**config.mk**
```make
export PLATFORM = sky130hd
export DESIGN_NAME = snitch_icache_refill_engine
export DESIGN_NICKNAME = d
export VERILOG_FILES = /design/src/rtl/snitch_icache_pkg.sv /design/src/rtl/fifo_v3.sv /design/src/rtl/snitch_icache_refill_engine.sv
export SDC_FILE = /design/constraint.sdc
export NUM_CORES = 1
export LEC_CHECK = 0
export ABC_AREA = 1
export ABC_CLOCK_PERIOD_IN_PS = 1600
export CAP_MARGIN = 20
export CELL_PAD_IN_SITES_DETAIL_PLACEMENT = 1
export CELL_PAD_IN_SITES_GLOBAL_PLACEMENT = 1
export CORE_MARGIN = 5
export CORE_UTILIZATION = 31
export CTS_CLUSTER_SIZE = 20
export DETAILED_ROUTE_END_ITERATION = 12
export GPL_TIMING_DRIVEN = 0
export PLACE_DENSITY = 0.73
export REMOVE_ABC_BUFFERS = 1
export SKIP_LAST_GASP = 1
export SLEW_MARGIN = 20
export SYNTH_ARGS = -nofsm -noshare
export SYNTH_HDL_FRONTEND = slang
export SYNTH_SLANG_ARGS = --single-unit
```
**constraint.sdc**
```tcl
create_clock -name clk_i -period 1.6 [get_ports clk_i]
set_input_delay 0.48 -clock clk_i [delete_from_list [all_inputs] [get_ports clk_i]]
set_output_delay 0.48 -clock clk_i [all_outputs]
set_load 0.1 [all_outputs]
```
**src/rtl/snitch_icache_pkg.sv**
```systemverilog
// Shared types and helpers for the snitch instruction cache refill path.
package snitch_icache_pkg;

   localparam int unsigned DEF_FETCH_AW   = 32;
   localparam int unsigned DEF_PENDING_IW = 2;

   // Refill request as issued by the miss handler: line address plus pending-table index.
   typedef struct packed {
      logic [DEF_FETCH_AW-1:0]   addr;
      logic [DEF_PENDING_IW-1:0] id;
   } refill_req_t;

   // Number of memory beats needed to fill one cache line.
   function automatic int unsigned refill_beats(input int unsigned line_width,
                                                input int unsigned mem_dw);
      return line_width / mem_dw;
   endfunction

   // Number of address LSBs covered by one cache line.
   function automatic int unsigned refill_line_align(input int unsigned line_width);
      return $clog2(line_width / 8);
   endfunction

endpackage

```
**src/rtl/fifo_v3.sv**
```systemverilog
// Minimal non-fall-through FIFO, port compatible with the common_cells fifo_v3 subset used here.
module fifo_v3 #(
   parameter int unsigned DATA_WIDTH = 32,
   parameter int unsigned DEPTH      = 8
) (
   input  logic                  clk_i,
   input  logic                  rst_ni,
   input  logic                  flush_i,
   output logic                  full_o,
   output logic                  empty_o,
   input  logic [DATA_WIDTH-1:0] data_i,
   input  logic                  push_i,
   output logic [DATA_WIDTH-1:0] data_o,
   input  logic                  pop_i
);

   localparam int unsigned AW = (DEPTH > 1) ? $clog2(DEPTH) : 1;
   localparam logic [AW-1:0] LAST_PTR = AW'(DEPTH - 1);

   logic [AW-1:0]         rd_q, wr_q;
   logic [AW:0]           cnt_q;
   logic [DATA_WIDTH-1:0] mem_q [DEPTH];
   logic                  push_ok, pop_ok;

   assign full_o  = (cnt_q == (AW+1)'(DEPTH));
   assign empty_o = (cnt_q == '0);
   assign data_o  = mem_q[rd_q];
   assign push_ok = push_i && !full_o;
   assign pop_ok  = pop_i && !empty_o;

   // Storage, pointers and fill level; push and pop may happen in the same cycle.
   always_ff @(posedge clk_i or negedge rst_ni) begin
      if (!rst_ni) begin
         rd_q  <= '0;
         wr_q  <= '0;
         cnt_q <= '0;
         for (int unsigned i = 0; i < DEPTH; i++) mem_q[i] <= '0;
      end else if (flush_i) begin
         rd_q  <= '0;
         wr_q  <= '0;
         cnt_q <= '0;
      end else begin
         if (push_ok) begin
            mem_q[wr_q] <= data_i;
            wr_q        <= (wr_q == LAST_PTR) ? '0 : wr_q + AW'(1);
         end
         if (pop_ok) rd_q <= (rd_q == LAST_PTR) ? '0 : rd_q + AW'(1);
         if (push_ok && !pop_ok)      cnt_q <= cnt_q + (AW+1)'(1);
         else if (pop_ok && !push_ok) cnt_q <= cnt_q - (AW+1)'(1);
      end
   end

endmodule

```
**src/rtl/snitch_icache_refill_engine.sv**
```systemverilog
// Turns icache refill requests into memory bursts and reassembles the beats into lines.
module snitch_icache_refill_engine
   import snitch_icache_pkg::*;
#(
   parameter int unsigned FETCH_AW        = 32,
   parameter int unsigned LINE_WIDTH      = 128,
   parameter int unsigned MEM_DW          = 64,
   parameter int unsigned PENDING_IW      = 2,
   parameter int unsigned MAX_OUTSTANDING = 4
) (
   input  logic                  clk_i,
   input  logic                  rst_ni,
   input  logic [FETCH_AW-1:0]   in_req_addr_i,
   input  logic [PENDING_IW-1:0] in_req_id_i,
   input  logic                  in_req_valid_i,
   output logic                  in_req_ready_o,
   output logic [LINE_WIDTH-1:0] in_rsp_data_o,
   output logic                  in_rsp_error_o,
   output logic [PENDING_IW-1:0] in_rsp_id_o,
   output logic                  in_rsp_valid_o,
   input  logic                  in_rsp_ready_i,
   output logic [FETCH_AW-1:0]   mem_ar_addr_o,
   output logic [7:0]            mem_ar_len_o,
   output logic                  mem_ar_valid_o,
   input  logic                  mem_ar_ready_i,
   input  logic [MEM_DW-1:0]     mem_r_data_i,
   input  logic                  mem_r_error_i,
   input  logic                  mem_r_last_i,
   input  logic                  mem_r_valid_i,
   output logic                  mem_r_ready_o
);

   localparam int unsigned BEATS      = refill_beats(LINE_WIDTH, MEM_DW);
   localparam int unsigned LINE_ALIGN = refill_line_align(LINE_WIDTH);
   localparam int unsigned CNT_W      = (BEATS > 1) ? $clog2(BEATS) : 1;
   localparam logic [CNT_W-1:0]    LAST_CNT   = CNT_W'(BEATS - 1);
   localparam logic [FETCH_AW-1:0] ALIGN_MASK = {FETCH_AW{1'b1}} << LINE_ALIGN;

   logic                  fifo_full, fifo_empty;
   logic [PENDING_IW-1:0] fifo_head;
   logic                  ar_hs, r_hs, rsp_hs, final_beat;

   logic [CNT_W-1:0]      cnt_q;
   logic                  err_q, err_next;
   logic [LINE_WIDTH-1:0] asm_q, line_next;
   logic [LINE_WIDTH-1:0] data_q;
   logic                  err_out_q;
   logic                  line_valid_q;

   // Request issue is a pure pass-through gated only by ID-FIFO space.
   assign mem_ar_valid_o = in_req_valid_i && !fifo_full;
   assign in_req_ready_o = mem_ar_ready_i && !fifo_full;
   assign mem_ar_addr_o  = in_req_addr_i & ALIGN_MASK;
   assign mem_ar_len_o   = 8'(BEATS - 1);
   assign ar_hs          = in_req_valid_i && mem_ar_ready_i && !fifo_full;

   assign final_beat = (cnt_q == LAST_CNT);
   // Non-final beats may always land in the assembly buffer; only a beat that would
   // complete a line must wait while the previous line is still held.
   assign mem_r_ready_o = !line_valid_q || in_rsp_ready_i || !final_beat;
   assign r_hs          = mem_r_valid_i && mem_r_ready_o;
   assign rsp_hs        = line_valid_q && in_rsp_ready_i;

   assign in_rsp_valid_o = line_valid_q;
   assign in_rsp_data_o  = data_q;
   assign in_rsp_error_o = err_out_q;
   assign in_rsp_id_o    = fifo_head;

   fifo_v3 #(
      .DATA_WIDTH (PENDING_IW),
      .DEPTH      (MAX_OUTSTANDING)
   ) i_id_fifo (
      .clk_i   (clk_i),
      .rst_ni  (rst_ni),
      .flush_i (1'b0),
      .full_o  (fifo_full),
      .empty_o (fifo_empty),
      .data_i  (in_req_id_i),
      .push_i  (ar_hs),
      .data_o  (fifo_head),
      .pop_i   (rsp_hs)
   );

   // Line as it looks with the current beat merged in, plus the updated error.
   always_comb begin
      line_next = asm_q;
      line_next[int'(cnt_q) * MEM_DW +: MEM_DW] = mem_r_data_i;
      err_next = err_q | mem_r_error_i | (mem_r_last_i != final_beat);
   end

   // Beat counter, assembly buffer, error accumulator and the held output line.
   always_ff @(posedge clk_i or negedge rst_ni) begin
      if (!rst_ni) begin
         cnt_q        <= '0;
         err_q        <= 1'b0;
         asm_q        <= '0;
         data_q       <= '0;
         err_out_q    <= 1'b0;
         line_valid_q <= 1'b0;
      end else begin
         if (r_hs) begin
            asm_q <= line_next;
            if (final_beat) begin
               cnt_q     <= '0;
               err_q     <= 1'b0;
               data_q    <= line_next;
               err_out_q <= err_next;
            end else begin
               cnt_q <= cnt_q + CNT_W'(1);
               err_q <= err_next;
            end
         end
         if (r_hs && final_beat) line_valid_q <= 1'b1;
         else if (rsp_hs)        line_valid_q <= 1'b0;
      end
   end

   r_beat_has_owner : assert property (@(posedge clk_i) disable iff (!rst_ni)
                                       mem_r_valid_i |-> !fifo_empty);

endmodule
```
==> results_dict.tcl, run 1 <==
set metrics [dict create \
    numPortBuffers 208 \
    dieHeight_um 182.4 \
    drive_gt1_share_pct 32.82 \
    coreArea_sq_um 29480 \
    netlist_area_sq_um 9213 \
    r2r_cells 11 \
    hp-class "input pin to async pin" \
    violations "negative setup slack" \
    status "finished, violations left" \
    cts_root_buffer "clkbuf_16" \
    drt-initial-drc-count 264 \
    vias 7259 \
    drc 0 \
    rsz0062_at_grt "yes" \
    dpl_cell_area_sq_um 11300 \
    worst_slew_pin_slew_ns 0.6596 \
    required_ns 1.12 \
    hold_violations 0 \
    p_per_area_nw_per_um2 2545 \
    max_freq_mhz 484.2 \
    arrival_ns 1.59 \
    startpoint "i_id_fifo.rd_q[0]" \
    wire_per_inst_um 18.84 \
    wirelength_um 30540 \
    grt_pass1_vias 7638 \
    period_minus_slack_ns 2.065 \
    finClkSkew_ns 0.005252 \
    fin_util_pct 48.92 \
    crit_type "flip-flop to output port" \
    nets 1328 \
    tritoncts "done" \
    finalWorstSetupSlack_ns -0.4651 \
    ys_ff_latch 211 \
    crit_fanout 6 \
    clock_latency_ns 0.51 \
    cts.sink_count 211 \
    antenna_found_initial 1 \
    setup_viol 42 \
    report.final.slew_viol_count 0 \
    yosysWarnings 0 \
    slew_headroom_pct 56.03 \
    syn_avg_cell_area_sq_um 9.616 \
    postLayoutCellArea_sq_um 14420 \
    rows 63 \
    critPathLaunchType "flip-flop" \
    r2r_slack_ns -0.18 \
    timing.rr.start "i_id_fifo.cnt_q[0]" \
    hold_ws_ns 0.4154 \
    ys_seq_area_share_pct 57.31 \
    placed_cells 1486 \
    htreeDepth 1 \
    place_congestion 0.7217 \
    postSynthCellCount 958 \
    diodes 0 \
    r2r-end "i_id_fifo.cnt_q[2]" \
    finalPower_mw 36.71 \
    dieWidth_um 182.4 \
    stdcell_count 1621 \
    drt-pass1-iter-count 4 \
    yosys.area.top_type "dfrtp_1" \
    track_usage_pct 16.08 \
    numCtsBuffers 25 \
    vias_per_cell 4.478 \
    grt_pass1_wl_um 43110 \
    initial_core_util_pct 31.25 \
    synthTopCellsByArea "dfrtp_1, nand2_1, o21ai_2, inv_1, buf_4" \
    clk_pin_slew_ns 0.06 \
    power_leakage_nw 7.235 \
    ant_nets 0 \
    grt_max_degree 93 \
    io_pins 281 \
    ir_drop_uv 1241 \
    max_cap_viol_count 0 \
    ys_types 24 \
    hpwl_um 16080 \
    critPathCaptureType "output port" \
    synthToLayoutAreaGrowth_pct 56.54 \
    yosysTopAreaCellShare_pct 57.31 \
    timing.final.crit_share_pct 129.1 \
    die-area_sq_um 33270 \
    clockBufferDepth 3 \
    grt-ovfl-total 0 \
]
## layout make-up
type | count | area [sq um]
clock buffers | 37 | 710.7
clock inverters | 6 | 33.78
fillers | 3156 | 15060
inverters | 144 | 568.0
multi-input cells | 527 | 2818
flip-flops and latches | 211 | 5285
well taps | 390 | 488.0
repair buffers | 306 | 4518
## timing repair
action                     4_1_cts  5_1_grt
setup endpoints to repair      261      249
setup buffers                   36       44
pin swaps                       11       15
hold endpoints to repair        28        0
hold buffers                     1        0
gates cloned                     2       10
gates resized for setup       1235       39
## layer usage
layer	vias up	global-route usage [%]	part of all wire, %
met5	-	0	0.023
met4	2	2.852	2.1
met3	46	6.618	8.0
met2	213	28.18	51
met1	3595	18.75	39
li1	3403	-	-
## worst max-delay path by stage
stage / cells after the start / slack [ns] / endpoint
CTS: 4 / -0.47 / in_rsp_id_o[0]
global placement: 1 / -9.52 / in_rsp_data_o[88]
finish: 4 / -0.47 / in_rsp_id_o[0]
floorplan: 5 / -2.31 / in_rsp_data_o[0]
detailed placement: 6 / -1.34 / in_rsp_data_o[52]
global route: 4 / -0.54 / in_rsp_id_o[0]
## where the power goes
| part | switching [mW] | internal (mW) |
|---|---|---|
| sequential | 1.89 | 7.28 |
| combinational | 14.3 | 7.92 |
| clock | 2.23 | 3.05 |
| total | 18.4 | 18.3 |
## layout by cell type, fill, tap and decap left out, drive strengths merged, types with 4 or more instances in the layout
cell type / instances
nand4: 9
clkdlybuf4s50: 70
nor2: 4
nand3: 9
inv: 145
o21ai: 162
buf: 227
nand2: 317
clkbuf: 43
conb: 12
ha: 6
dfrtp: 211
clkinv: 5
## kinds of logic (layout without fill, tap and decap cells)
logic type      after synthesis  count (layout)  share of synthesized area (%)
other cells                   2              12                        0.08152
buf+inv                     232             493                          13.84
fa+ha+maj                     7               7                          1.032
simple gates                339             341                          14.41
flops                       211             211                          57.31
xor+xnor                      1               1                        0.09509
compound gates              166             166                          13.23
## per-stage QoR
step                setup TNS [ns]  setup WS, ns
CTS                         -4.606       -0.4677
global route                -7.700       -0.5356
detailed placement         -192.08        -1.338
floorplan                  -267.95        -2.311
finish                      -2.728       -0.4651
global placement          -2566.17        -9.521
## synthesized netlist by cell type
cell      count
nand4_1       9
o21ai_0      58
buf_4        49
fa_1          1
clkbuf_4      1
or2_2         2
o21ai_1       2
clkbuf_1      5
o21ai_2     102
nand2_1     314
nor2_1        4
inv_2         2
buf_6        28
xnor2_1       1
ha_1          6
buf_2         5
conb_1        2
nand3_1       7
dfrtp_1     211
a21oi_1       2
inv_1       142
o211ai_1      2
nand3_4       1
nand2_2       2
## state kept, by name, summed over array words and instances, names as in the netlist
signal and flops:
i_id_fifo.wr_q 2, i_id_fifo.cnt_q 3, in_rsp_valid_o 1, asm_q 64
in_rsp_error_o 1, i_id_fifo.rd_q 2, in_rsp_data_o 128, cnt_q 1
i_id_fifo.mem_q 8, err_q 1
## critical path: stages (launching register included)
cell and delay (ns):
dfrtp_2 0.45, buf_6 0.15, o211ai_1 0.15, nand2_1 0.13, buf_12 0.19
Note: power is estimated with default switching activity, not from simulation.
==> run 2: changes to the inputs <==
SLEW_MARGIN = 30   (was 20)
==> results_dict.tcl, run 2 (same netlist as run 1, synthesis figures left out) <==
set metrics [dict create \
    status "finished, violations left" \
    violations "negative setup slack" \
    placed_cells 1487 \
    nets 1321 \
    grt-ovfl-total 0 \
    rsz0062_at_grt "yes" \
    vias_per_cell 4.458 \
    period_minus_slack_ns 2.043 \
    place_congestion 0.7217 \
    io_pins 281 \
    grt_pass1_vias 7800 \
    report.final.slew_viol_count 0 \
    numPortBuffers 208 \
    crit_fanout 5 \
    ir_drop_uv 1446 \
    largest_reg_flops 128 \
    clockBufferDepth 3 \
    crit_family "flip-flops" \
    worst_slew_pin_slew_ns 0.5890 \
    startpoint "i_id_fifo.rd_q[0]" \
    timing.final.crit_share_pct 127.7 \
    critPathLaunchType "flip-flop" \
    p_per_area_nw_per_um2 2548 \
    endpoint "in_rsp_id_o[1]" \
    setup_viol 21 \
    finalPower_mw 36.44 \
    hold_violations 0 \
    worst_path_most_repeated_cell "nand2_1" \
    grt_pass1_wl_um 43960 \
    rows 63 \
    numCtsBuffers 25 \
    slowest_stage "dfrtp_2" \
    fillers 3155 \
    clock_latency_ns 0.51 \
    tns_ns -2.248 \
    die-area_sq_um 33270 \
    track_usage_pct 16.38 \
    power_leakage_nw 7.179 \
    crit_buf_inv 2 \
    max_freq_mhz 489.6 \
    dpl_cell_area_sq_um 11270 \
    antenna_found_initial 1 \
    fin_util_pct 48.51 \
    grt_max_degree 77 \
    hold_ws_ns 0.4686 \
    required_ns 1.12 \
    hpwl_um 16320 \
    tritoncts "done" \
    coreArea_sq_um 29480 \
    dieWidth_um 182.4 \
    cts_root_buffer "clkbuf_16" \
    htreeDepth 1 \
    cp.depth 5 \
    postLayoutCellArea_sq_um 14300 \
    critPathCaptureType "output port" \
    mostFrequentLayoutCells "nand2_1, dfrtp_1, buf_12" \
    max_cap_viol_count 0 \
    finClkSkew_ns 0.01061 \
    stdcell_count 1613 \
    wire_per_inst_um 18.55 \
    clk_pin_slew_ns 0.06 \
    hp-class "flip-flop to flip-flop" \
    drt-initial-drc-count 338 \
    finalWorstSetupSlack_ns -0.4426 \
    drt-pass1-iter-count 4 \
    drc 0 \
    wirelength_um 29930 \
    final_common_cell "nand2_1" \
    drive_gt1_share_pct 31.97 \
    r2r_slack_ns -0.16 \
    path_cells "buf_6 > nand2_1 > o211ai_1 > nand2_1 > buf_12" \
    vias 7191 \
    synthToLayoutAreaGrowth_pct 55.24 \
    slew_headroom_pct 60.73 \
    r2r_cells 10 \
    r2r-end "i_id_fifo.cnt_q[1]" \
    cts.sink_count 211 \
    timing.rr.start "i_id_fifo.cnt_q[0]" \
    crit_type "flip-flop to output port" \
    max_stage_delay_ns 0.45 \
    diodes 0 \
    initial_core_util_pct 31.25 \
    post-place-ws_ns -1.235 \
    ant_nets 0 \
    dieHeight_um 182.4 \
    arrival_ns 1.56 \
]
==> run 2: cell types whose count changed in the layout (fill, tap and decap cells not counted), sizes merged <==
| cell | delta |
|---|---|
| inv | -1 |
| buf | -6 |
| bufbuf | +1 |
| clkbuf | -1 |
| nand3 | -1 |
==> run 2: power by group <==
part	internal, mW	switching, mW
registers	7.28	1.89
clock network	3.04	2.20
logic	7.82	14.2
==> run 2: worst min-delay path, delay by kind of cell (launching register included) <==
kind             cells  cell delay (ns)
DFF                  1             0.34
and+or+nand+nor      2             0.09
==> run 2: worst min-delay path by stage <==
stage	startpoint	to	cells after the start
final	asm_q[5]	in_rsp_data_o[5]	2
after global routing	asm_q[12]	in_rsp_data_o[12]	2
after CTS	asm_q[5]	in_rsp_data_o[5]	2
after detailed placement	asm_q[62]	in_rsp_data_o[62]	2
after global placement	asm_q[50]	in_rsp_data_o[50]	2
after floorplan	rst_ni	asm_q[0]	0
==> run 2: cell type report <==
class	instances	area (sq um)	area share [%]
clock buffers	37	710.7	4.969
clock inverters	5	25.02	0.1750
inverters	144	560.5	3.920
multi-input cells	526	2786	19.48
flip-flops and latches	211	5283	36.94
well taps	390	488.0	3.412
repair buffers	300	4448	31.10
==> run 2: routing by layer <==
| metal | vias to the layer above | share of wire (%) | GRT usage (%) |
|---|---|---|---|
| li1 | 3373 | - | - |
| met1 | 3572 | 39 | 18.86 |
| met2 | 205 | 51 | 28.58 |
| met3 | 39 | 8.7 | 7.176 |
| met4 | 2 | 1.8 | 3.062 |
| met5 | - | 0.067 | 0 |
==> run 2: what timing repair did <==
action	CTS	global route
setup buffers	30	46
cloned	2	6
hold buffers	1	0
pin swaps	10	11
gates resized for setup	1193	28
setup endpoints to repair	191	189
endpoints found under the hold margin	69	0
